File: src/rtl/controladora_mc.sv
// controladora_mc: multicycle control unit for the MIPS-subset datapath.
// Sequences fetch/decode/execute/writeback with memory wait states,
// a mult/div start/done handshake and precise exceptions (EPC/cause).
// Params: MEM_LAT (1..15 cycles per memory access), EXC_EN (overflow traps).
// In : clk, reset (sync, active-high), opcode, funct, overflow, zero,
//      md_done, md_div0.
// Out: datapath write enables, mux selects, alu_op, md_start/md_op,
//      cause, state_dbg.
module controladora_mc #(
   parameter int MEM_LAT = 1,
   parameter bit EXC_EN  = 1'b1
) (
   input  logic       clk,
   input  logic       reset,
   input  logic [5:0] opcode,
   input  logic [5:0] funct,
   input  logic       overflow,
   input  logic       zero,
   input  logic       md_done,
   input  logic       md_div0,
   output logic       pc_write,
   output logic       ir_write,
   output logic       mem_wr,
   output logic       reg_write,
   output logic       ab_load,
   output logic       alu_out_load,
   output logic       epc_write,
   output logic       cause_write,
   output logic       hilo_write,
   output logic       md_start,
   output logic       iord,
   output logic       alu_src_a,
   output logic [1:0] alu_src_b,
   output logic [2:0] alu_op,
   output logic [2:0] pc_src,
   output logic [1:0] reg_dst,
   output logic [2:0] mem_to_reg,
   output logic       md_op,
   output logic [1:0] cause,
   output logic [4:0] state_dbg
);

   typedef enum logic [4:0] {
      S_FETCH     = 5'd0,
      S_DECODE    = 5'd1,
      S_R_EXEC    = 5'd2,
      S_R_WB      = 5'd3,
      S_ADDI_EXEC = 5'd4,
      S_ADDI_WB   = 5'd5,
      S_ADDR      = 5'd6,
      S_LW_MEM    = 5'd7,
      S_LW_WB     = 5'd8,
      S_SW_MEM    = 5'd9,
      S_BRANCH    = 5'd10,
      S_JUMP      = 5'd11,
      S_JR        = 5'd12,
      S_LUI       = 5'd13,
      S_MD_START  = 5'd14,
      S_MD_WAIT   = 5'd15,
      S_MD_WB     = 5'd16,
      S_MF        = 5'd17,
      S_EXC       = 5'd18
   } state_t;

   localparam logic [3:0] LAST = 4'(MEM_LAT - 1);

   state_t     state_q, state_d;
   logic [3:0] wait_q, wait_d;
   logic [1:0] cause_q, cause_d;
   logic       md_op_q, md_op_d;

   logic mem_last;
   logic is_r;
   logic r_alu, r_jr, r_md, r_mf;
   logic op_addi, op_mem, op_br, op_j, op_lui;
   logic ovf_op;

   assign mem_last = (wait_q == LAST);
   assign is_r     = (opcode == 6'h00);
   assign r_alu    = is_r && (funct == 6'h20 || funct == 6'h22 ||
                              funct == 6'h24 || funct == 6'h25 ||
                              funct == 6'h2a);
   assign r_jr     = is_r && (funct == 6'h08);
   assign r_md     = is_r && (funct == 6'h18 || funct == 6'h1a);
   assign r_mf     = is_r && (funct == 6'h10 || funct == 6'h12);
   assign op_addi  = (opcode == 6'h08);
   assign op_mem   = (opcode == 6'h23 || opcode == 6'h2b);
   assign op_br    = (opcode == 6'h04 || opcode == 6'h05);
   assign op_j     = (opcode == 6'h02 || opcode == 6'h03);
   assign op_lui   = (opcode == 6'h0f);
   assign ovf_op   = (funct == 6'h20 || funct == 6'h22);

   // Next-state logic. The wait counter falls back to zero whenever a
   // memory state is left, so every memory state is entered with it clear.
   always_comb begin
      state_d = state_q;
      wait_d  = '0;
      cause_d = cause_q;
      md_op_d = md_op_q;
      case (state_q)
         S_FETCH: begin
            if (mem_last) state_d = S_DECODE;
            else          wait_d  = wait_q + 4'd1;
         end
         S_DECODE: begin
            unique case (1'b1)
               r_alu:   state_d = S_R_EXEC;
               r_jr:    state_d = S_JR;
               r_md: begin
                  state_d = S_MD_START;
                  md_op_d = funct[1];
               end
               r_mf:    state_d = S_MF;
               op_addi: state_d = S_ADDI_EXEC;
               op_mem:  state_d = S_ADDR;
               op_br:   state_d = S_BRANCH;
               op_j:    state_d = S_JUMP;
               op_lui:  state_d = S_LUI;
               default: begin
                  state_d = S_EXC;
                  cause_d = 2'd1;
               end
            endcase
         end
         S_R_EXEC: begin
            if (EXC_EN && ovf_op && overflow) begin
               state_d = S_EXC;
               cause_d = 2'd2;
            end else begin
               state_d = S_R_WB;
            end
         end
         S_ADDI_EXEC: begin
            if (EXC_EN && overflow) begin
               state_d = S_EXC;
               cause_d = 2'd2;
            end else begin
               state_d = S_ADDI_WB;
            end
         end
         S_ADDR: begin
            state_d = (opcode == 6'h23) ? S_LW_MEM : S_SW_MEM;
         end
         S_LW_MEM: begin
            if (mem_last) state_d = S_LW_WB;
            else          wait_d  = wait_q + 4'd1;
         end
         S_SW_MEM: begin
            if (mem_last) state_d = S_FETCH;
            else          wait_d  = wait_q + 4'd1;
         end
         S_MD_START: state_d = S_MD_WAIT;
         S_MD_WAIT: begin
            if (md_done) begin
               if (md_div0) begin
                  state_d = S_EXC;
                  cause_d = 2'd3;
               end else begin
                  state_d = S_MD_WB;
               end
            end
         end
         default: state_d = S_FETCH;
      endcase
   end

   always_ff @(posedge clk) begin
      if (reset) begin
         state_q <= S_FETCH;
         wait_q  <= '0;
         cause_q <= '0;
         md_op_q <= 1'b0;
      end else begin
         state_q <= state_d;
         wait_q  <= wait_d;
         cause_q <= cause_d;
         md_op_q <= md_op_d;
      end
   end

   // Moore decode of the current state; outputs are forced quiet while
   // reset is high so an aborted instruction issues no partial writes.
   always_comb begin
      pc_write     = 1'b0;
      ir_write     = 1'b0;
      mem_wr       = 1'b0;
      reg_write    = 1'b0;
      ab_load      = 1'b0;
      alu_out_load = 1'b0;
      epc_write    = 1'b0;
      cause_write  = 1'b0;
      hilo_write   = 1'b0;
      md_start     = 1'b0;
      iord         = 1'b0;
      alu_src_a    = 1'b0;
      alu_src_b    = 2'd0;
      alu_op       = 3'd0;
      pc_src       = 3'd0;
      reg_dst      = 2'd0;
      mem_to_reg   = 3'd0;
      md_op        = 1'b0;
      cause        = 2'd0;
      state_dbg    = state_q;
      if (!reset) begin
         case (state_q)
            S_FETCH: begin
               if (mem_last) begin
                  ir_write  = 1'b1;
                  alu_src_b = 2'd1;
                  pc_write  = 1'b1;
               end
            end
            S_DECODE: begin
               ab_load      = 1'b1;
               alu_src_b    = 2'd3;
               alu_out_load = 1'b1;
            end
            S_R_EXEC: begin
               alu_src_a    = 1'b1;
               alu_out_load = 1'b1;
               case (funct)
                  6'h22:   alu_op = 3'd1;
                  6'h24:   alu_op = 3'd2;
                  6'h25:   alu_op = 3'd3;
                  6'h2a:   alu_op = 3'd4;
                  default: alu_op = 3'd0;
               endcase
            end
            S_R_WB: begin
               reg_write = 1'b1;
               reg_dst   = 2'd1;
            end
            S_ADDI_EXEC, S_ADDR: begin
               alu_src_a    = 1'b1;
               alu_src_b    = 2'd2;
               alu_out_load = 1'b1;
            end
            S_ADDI_WB, S_LUI: begin
               reg_write  = 1'b1;
               mem_to_reg = (state_q == S_LUI) ? 3'd5 : 3'd0;
            end
            S_LW_MEM: iord = 1'b1;
            S_LW_WB: begin
               reg_write  = 1'b1;
               mem_to_reg = 3'd1;
            end
            S_SW_MEM: begin
               iord   = 1'b1;
               mem_wr = 1'b1;
            end
            S_BRANCH: begin
               // beq takes the branch on zero, bne on not-zero
               alu_src_a = 1'b1;
               alu_op    = 3'd1;
               pc_src    = 3'd1;
               pc_write  = zero ^ opcode[0];
            end
            S_JUMP: begin
               pc_src   = 3'd2;
               pc_write = 1'b1;
               if (opcode[0]) begin
                  reg_write  = 1'b1;
                  reg_dst    = 2'd2;
                  mem_to_reg = 3'd4;
               end
            end
            S_JR: begin
               pc_src   = 3'd3;
               pc_write = 1'b1;
            end
            S_MD_START: begin
               md_start = 1'b1;
               md_op    = md_op_q;
            end
            S_MD_WAIT: md_op = md_op_q;
            S_MD_WB:   hilo_write = 1'b1;
            S_MF: begin
               reg_write  = 1'b1;
               reg_dst    = 2'd1;
               mem_to_reg = funct[1] ? 3'd3 : 3'd2;
            end
            S_EXC: begin
               alu_src_b   = 2'd1;
               alu_op      = 3'd1;
               epc_write   = 1'b1;
               cause_write = 1'b1;
               cause       = cause_q;
               pc_src      = 3'd4;
               pc_write    = 1'b1;
            end
            default: ;
         endcase
      end
   end

endmodule

File: config.mk
export PLATFORM = sky130hd
export DESIGN_NAME = controladora_mc
export DESIGN_NICKNAME = d
export VERILOG_FILES = /design/src/rtl/controladora_mc.sv
export SDC_FILE = /design/constraint.sdc
export NUM_CORES = 1
export LEC_CHECK = 0
export CORE_MARGIN = 4
export CORE_UTILIZATION = 40
export DETAILED_ROUTE_END_ITERATION = 10
export DONT_BUFFER_PORTS = 1
export PLACE_DENSITY_LB_ADDON = 0.1
export SKIP_CTS_REPAIR_TIMING = 1
export SLEW_MARGIN = 20
export SYNTH_ARGS = -nofsm -noshare
export SYNTH_HDL_FRONTEND = slang
export SYNTH_SLANG_ARGS = --single-unit
File: constraint.sdc
create_clock -name clk -period 1.8 [get_ports clk]
set_input_delay 0.36 -clock clk [delete_from_list [all_inputs] [get_ports clk]]
set_output_delay 0.36 -clock clk [all_outputs]
set_load 0.02 [all_outputs]
==> results of run 1 <==
## area by class of cell
cell class                 instances  area (um^2)  share of cell area (%)
multi-input combinational        192         1590                    67.1
timing repair buffer              48          375                    15.9
sequential                        12          264                    11.2
tap                               50         62.6                    2.64
clock buffer                       3         41.3                    1.75
inverter                           9         36.3                    1.53
## final timing paths
path / from / to / slack, ns / cells after the start
hold / removal: reset / state_dbg[2] / 0.18 / 1
setup / recovery: state_dbg[0] / reg_write / -0.06 / 6
setup reg to reg: state_dbg[3] / state_dbg[1] / 0.06 / 6
hold reg to reg: md_op_q / md_op_q / 0.50 / 2
## worst max-delay path, cell delays in order (launching register included)
cell and delay, ns:
dfxtp_4 0.39, buf_4 0.18, nor3b_2 0.15, a31oi_1 0.06
o22ai_1 0.13, a21oi_1 0.10, nor2_2 0.24
## cell usage after synthesis (all sizes together), types with 3 or more instances
library cell / number
nor4: 6
nand2: 19
o221a: 3
nand2b: 8
clkbuf: 4
a21oi: 11
a31oi: 3
nor2b: 8
a211oi: 6
or3: 4
buf: 14
inv: 9
and3: 8
o32a: 3
nor3: 8
nor2: 31
dfxtp: 12
and2: 3
a2111oi: 3
o22ai: 3
o21ai: 10
o211ai: 3
nor3b: 3
or2: 3
nand3: 8
## logic make-up after synthesis
family | after synthesis | share of synthesized area (%)
and+or+nand+nor | 121 | 41.7
AOI/OAI and AO/OA | 64 | 31.1
buffers and inverters | 27 | 8.41
DFF | 12 | 14.5
xor gates and xnor gates | 4 | 2.12
adders and majority gates | 2 | 1.51
muxes | 1 | 0.606
## power by group
part	internal, mW	leakage, nW	total (mW)	switching (mW)
combinational	0.748	0.758	1.69	0.942
clock	0.147	0.0216	0.240	0.0928
sequential	0.327	0.102	0.431	0.104
## registers in the layout, summed over array words and instances (netlist names)
name       count
md_op_q        1
cause_q        2
state_dbg      5
wait_q         4
## metal layers
| layer | part of all wire (%) | wire length [um] | GRT usage, % | vias to the layer above |
|---|---|---|---|---|
| met4 | 0.93 | 55 | 3.55 | 0 |
| met3 | 5.8 | 344 | 3.05 | 7 |
| met2 | 50 | 2970 | 37.7 | 60 |
| met5 | 0 | 0 | 0 | - |
| met1 | 43 | 2560 | 29.9 | 948 |
| li1 | - | - | - | 941 |
## metrics by stage
step	power (mW)	hold WS (ns)	TNS [ns]
5_1_grt	2.49	0.168	-0.686
2_1_floorplan	1.35	0.430	-0.0528
4_1_cts	2.09	0.175	-3.66
3_3_place_gp	1.83	0.432	0
3_5_place_dp	1.84	0.427	-0.0121
6_report	2.36	0.176	-0.171
==> out/metrics.csv, run 1 <==
stage,metric,value,unit
clocking,cts_tree,built,
sta,worstMarginPinSlew,0.496,ns
logic_synthesis,synthFlopType,dfxtp_1,
logic_synthesis,synth_area_leaders,"dfxtp_1 15%, nor2_1 7.0%, nand2_1 4.1%",
drt,vias,1956,
sta,period_needed,1.86,ns
sta,hold_viol_final,0,
layout,n_antenna_cell,0,
pwr,power_leakage,0.882,nW
logic_synthesis,synth_edf_count,0,
clocking,cts.htree.levels,1,
worst_setup_path,start_kind,flip-flop,
global_routing,grt_pass1_vias,1838,
logic_synthesis,ys_ff_latch,12,
drt,wl_per_cell,18.9,um
clocking,clk-insertion-delay-late,0.24,ns
logic_synthesis,synth_top_area_share,14.5,%
placement,dp_hpwl,4690,um
logic_synthesis,syn_nets,251,
die,io_pins,51,
layout,fin_cells,314,
logic_synthesis,synth_seq_area_share,14.5,%
drt,drt.antenna.violating_nets,0,
die,die_w,72.3,um
die,start_util,41.3,%
pwr,power_density,998,mW/mm^2
worst_setup_path,worstPathMaxFanout,13,
global_routing,grt_antenna_before_repair,0,
layout,fill_cells,365,
worst_setup_path,required,1.44,ns
layout,layout_commonest_cell,buf_4,
pwr,vdd_drop_max,0.725,mV
sta,rsz0062_at_grt,yes,
clocking,clockBufferDepth,2,
placement,dpl_cell_area,0.00209,mm^2
die,dieHeight,72.3,um
sta,maxSlewViolCount,0,
placement,port_buffers,0,
drt,vias_per_cell,6.23,
logic_synthesis,async_flop_share,0,%
logic_synthesis,yosys.cell_types.count,66,
worst_setup_path,crit_arrival,1.50,ns
logic_synthesis,post_synth.cell_area_avg,7.15,um^2
logic_synthesis,synthCells,231,
drt,drt_drc_violations_left,0,
sta,setup_viol,7,
logic_synthesis,yosysWarnings,0,
clocking,cts_root_buf,clkbuf_8,
die,core,0.00400,mm^2
worst_setup_path,crit_path_end_kind,primary output,
layout,final_util,59.1,%
layout,layout-area-overhead-vs-synth,43.3,%
sta,post-route-worst-setup-slack,-0.0558,ns
run_status,outcome,"finished, violations left",
logic_synthesis,netlist_area,0.00165,mm^2
run_status,violations,negative setup slack,
layout,nets,286,
worst_setup_path,critPathKind,reg -> out,
layout,final_cell_mix,"44 x buf_4, 22 x nor2_1, 12 x nand2_1, 10 x a21oi_1, 8 x o21ai_0",
run,maxCapViolations,0,
global_routing,grt_use_total,22.1,%
sta,post-route-period-util,103,%
drt,wl,5930,um
sta,maxSlewHeadroom,66.7,%
die,dieArea,0.00522,mm^2
placement,dp_cells,307,
clocking,cts.sinks,12,
sta,fmax,539,MHz
drt,dr.pass1.iters,4,
placement,pre_cts_slack,-0.00844,ns
global_routing,grt_pass1_wl,9290,um
global_routing,overflow,0,
layout,fin_area,0.00237,mm^2
drt,drtIter0Drc,116,
clocking,cts-buffers-inserted,3,
clocking,clk_pin_slew_worst_paths,0.05,ns
sta,clock_skew,0.00572,ns
logic_synthesis,synth_largest_area_cell,dfxtp_1,
die,row_count,23,
global_routing,grt_max_degree,16,
layout,drive_above_1_share,47.7,%
placement,gp_congestion,0.961,
hold_path,hp-class,in -> reg,
No activity file was read; power rests on OpenSTA's default activity.
==> run 2, diff against run 1 <==
CELL_PAD_IN_SITES_DETAIL_PLACEMENT = 0   (was unset)
CELL_PAD_IN_SITES_GLOBAL_PLACEMENT = 1   (was unset)
==> run 2 against run 1 <==
Clock skew shrank 0.0034 ns. Largest power group unchanged. Global-route usage is 0.36 points lower. Setup slack got worse by 0.021 ns. Sequential share of layout area down 0.38 points. Cell count rose by 1.9%. The run still ends with negative setup slack left. Worst hold slack improved by 0.0032 ns. Wire length down 0.71%. Design area is 2.5% higher. First-iteration DRC count is 6.0% lower. Sequential power down 3%.
==> out/metrics.csv, run 2 (synthesis results as in run 1) <==
stage,metric,value,unit,change
run_status,outcome,"finished, violations left",,
run_status,violations,negative setup slack,,
clocking,clk_pin_slew_worst_paths,0.06,ns,about the same
pwr,power_frac_comb,71.4,%,-0.2 points
drt,drtIter0Drc,109,,-6.0%
sta,clock_skew,0.00233,ns,-0.00339 ns
placement,port_buffers,0,,unchanged
sta,rsz0062_at_grt,yes,,
global_routing,grt_max_degree,20,,+4
clocking,cts_tree,built,,
worst_setup_path,required,1.44,ns,about the same
worst_setup_path,slowest_stage,dfxtp_4,,
worst_setup_path,crit_path_end_kind,primary output,,
worst_setup_path,path_delay_family,flip-flops,,
sta,post-route-period-util,104,%,+1.1 points
die,dieHeight,72.3,um,unchanged
global_routing,grt_pass1_wl,9020,um,-3.0%
worst_setup_path,worstSetupStartpoint,state_dbg[2],,
clocking,cts_root_buf,clkbuf_8,,
layout,layout_commonest_cell,buf_4,,
die,core,0.00400,mm^2,unchanged
worst_setup_path,rr_startpoint,state_dbg[3],,
layout,nets,291,,+1.7%
worst_setup_path,start_kind,flip-flop,,
layout,layout-area-overhead-vs-synth,46.9,%,
sta,worstMarginPinSlew,0.433,ns,-0.0632 ns
sta,hold_viol_final,0,,unchanged
run,maxCapViolations,0,,unchanged
pwr,vdd_drop_max,0.385,mV,-47%
sta,fmax,533,MHz,-1.1%
sta,setup_viol,8,,+1
pwr,switchingPower,1.17,mW,+2.5%
pwr,power_leakage,0.932,nW,+5.7%
sta,maxSlewViolCount,0,,unchanged
worst_setup_path,crit_arrival,1.52,ns,+0.02 ns
global_routing,grt_antenna_before_repair,0,,unchanged
die,io_pins,51,,unchanged
die,dieArea,0.00522,mm^2,unchanged
drt,drt_drc_violations_left,0,,unchanged
worst_setup_path,worstPathCellList,"buf_12, nor2_4, nand2_2, a2111oi_4, buf_4",,
layout,final_cell_mix,"47 x buf_4, 21 x nor2_1, 12 x nand2_1, 10 x a21oi_1",,
layout,fin_cells,320,,+1.9%
sta,post-route-worst-setup-slack,-0.0764,ns,-0.0206 ns
drt,wl_per_cell,18.4,um,-2.6%
global_routing,overflow,0,,unchanged
drt,dr.pass1.iters,4,,unchanged
drt,vias_per_cell,6.23,,about the same
clocking,cts.sinks,12,,unchanged
layout,largest_reg_flops,5,,unchanged
die,die_w,72.3,um,unchanged
pwr,p_int,1.35,mW,+11%
pwr,power_density,1040,mW/mm^2,+4.2%
hold_path,whs_path_depth,1,,unchanged
sta,period_needed,1.88,ns,+0.0206 ns
pwr,p_sw_share,46.3,%,-1.9 points
placement,dp_cells,305,,-0.65%
clocking,cts-buffers-inserted,3,,unchanged
worst_setup_path,worstPathMaxFanout,9,,-4
global_routing,grt_use_total,21.7,%,-0.36 points
pwr,pwr-share-seq,16.6,%,-1.7 points
drt,drt.antenna.violating_nets,0,,unchanged
clocking,cts.htree.levels,1,,unchanged
clocking,clk-insertion-delay-late,0.24,ns,about the same
worst_setup_path,path_buf_inv,2,,+1
global_routing,grt_pass1_vias,1846,,+0.44%
placement,pre_cts_slack,0.0606,ns,+0.0690 ns
layout,drive_above_1_share,48.5,%,+0.79 points
worst_setup_path,critPathKind,reg -> out,,
placement,dp_hpwl,4470,um,-4.6%
drt,wl,5890,um,-0.71%
hold_path,hp-start,reset,,
layout,n_antenna_cell,0,,unchanged
worst_setup_path,reg2regPathDepth,5,,-1
clocking,clockBufferDepth,2,,unchanged
pwr,p_clk_share,12.0,%,+1.8 points
sta,setup_tns,-0.255,ns,-0.0837 ns
hold_path,hp-class,in -> reg,,
sta,maxSlewHeadroom,70.9,%,+4.2 points
die,start_util,41.3,%,unchanged
die,row_count,23,,unchanged
placement,gp_congestion,0.918,,-4.5%
worst_setup_path,cp.depth,5,,-1
worst_setup_path,cp_slowest_stage_delay,0.38,ns,about the same
drt,vias,1992,,+1.8%
## run 2: per-stage QoR
stage / area [um^2] / hold slack [ns] / util, % / total power [mW]
floorplan: 1820 / 0.430 / - / 1.35
global placement: 2090 / 0.426 / 52.2 / 1.79
detailed placement: 2090 / 0.434 / 52.2 / 1.80
CTS: 2140 / 0.175 / 53.6 / 2.11
global route: 2430 / 0.171 / 60.7 / 2.68
finish: 2430 / 0.179 / 60.7 / 2.52
## run 2: worst register-to-register path: stages (launching register included)
cell and delay, ns:
dfxtp_4 0.38, buf_2 0.18, or2_2 0.33, o311ai_2 0.30, a21oi_1 0.10, o311a_1 0.29
## run 2: final cells by class
| cell class | instances | area [um^2] |
|---|---|---|
| Inverter | 9 | 33.8 |
| Multi-Input combinational cell | 192 | 1580 |
| Fill cell | 353 | 1570 |
| Timing Repair Buffer | 53 | 432 |
| Tap cell | 50 | 62.6 |
| Clock buffer | 4 | 55.1 |
| Sequential cell | 12 | 262 |
## run 2: power by group through the flow
stage	registers, mW	clock network [mW]	logic (mW)
after floorplan	0.384	0	0.969
after global routing	0.433	0.320	1.92
final	0.420	0.302	1.80
after global placement	0.424	0	1.37
after detailed placement	0.426	0	1.38
after CTS	0.421	0.310	1.38
## run 2: worst paths after layout
path / slack, ns / to
worst max-delay path: -0.08 / alu_src_b[1]
worst max register to register: 0.12 / cause_q[0]
worst min register to register: 0.48 / md_op_q
worst min-delay path: 0.18 / md_op_q
## run 2: layer usage
metal / global-route usage (%) / share of wire (%) / vias to the layer above
li1: - / - / 958
met3: 5.26 / 6.0 / 6
met2: 38.4 / 51 / 68
met5: 0 / 0 / -
met4: 5.64 / 1.2 / 0
met1: 26.0 / 42 / 960
==> run 3, diff against run 2 <==
CTS_CLUSTER_DIAMETER = 80   (was unset)
==> results of run 3 <==
Same layout as run 2: the final DEF is identical, and so are final timing and power.
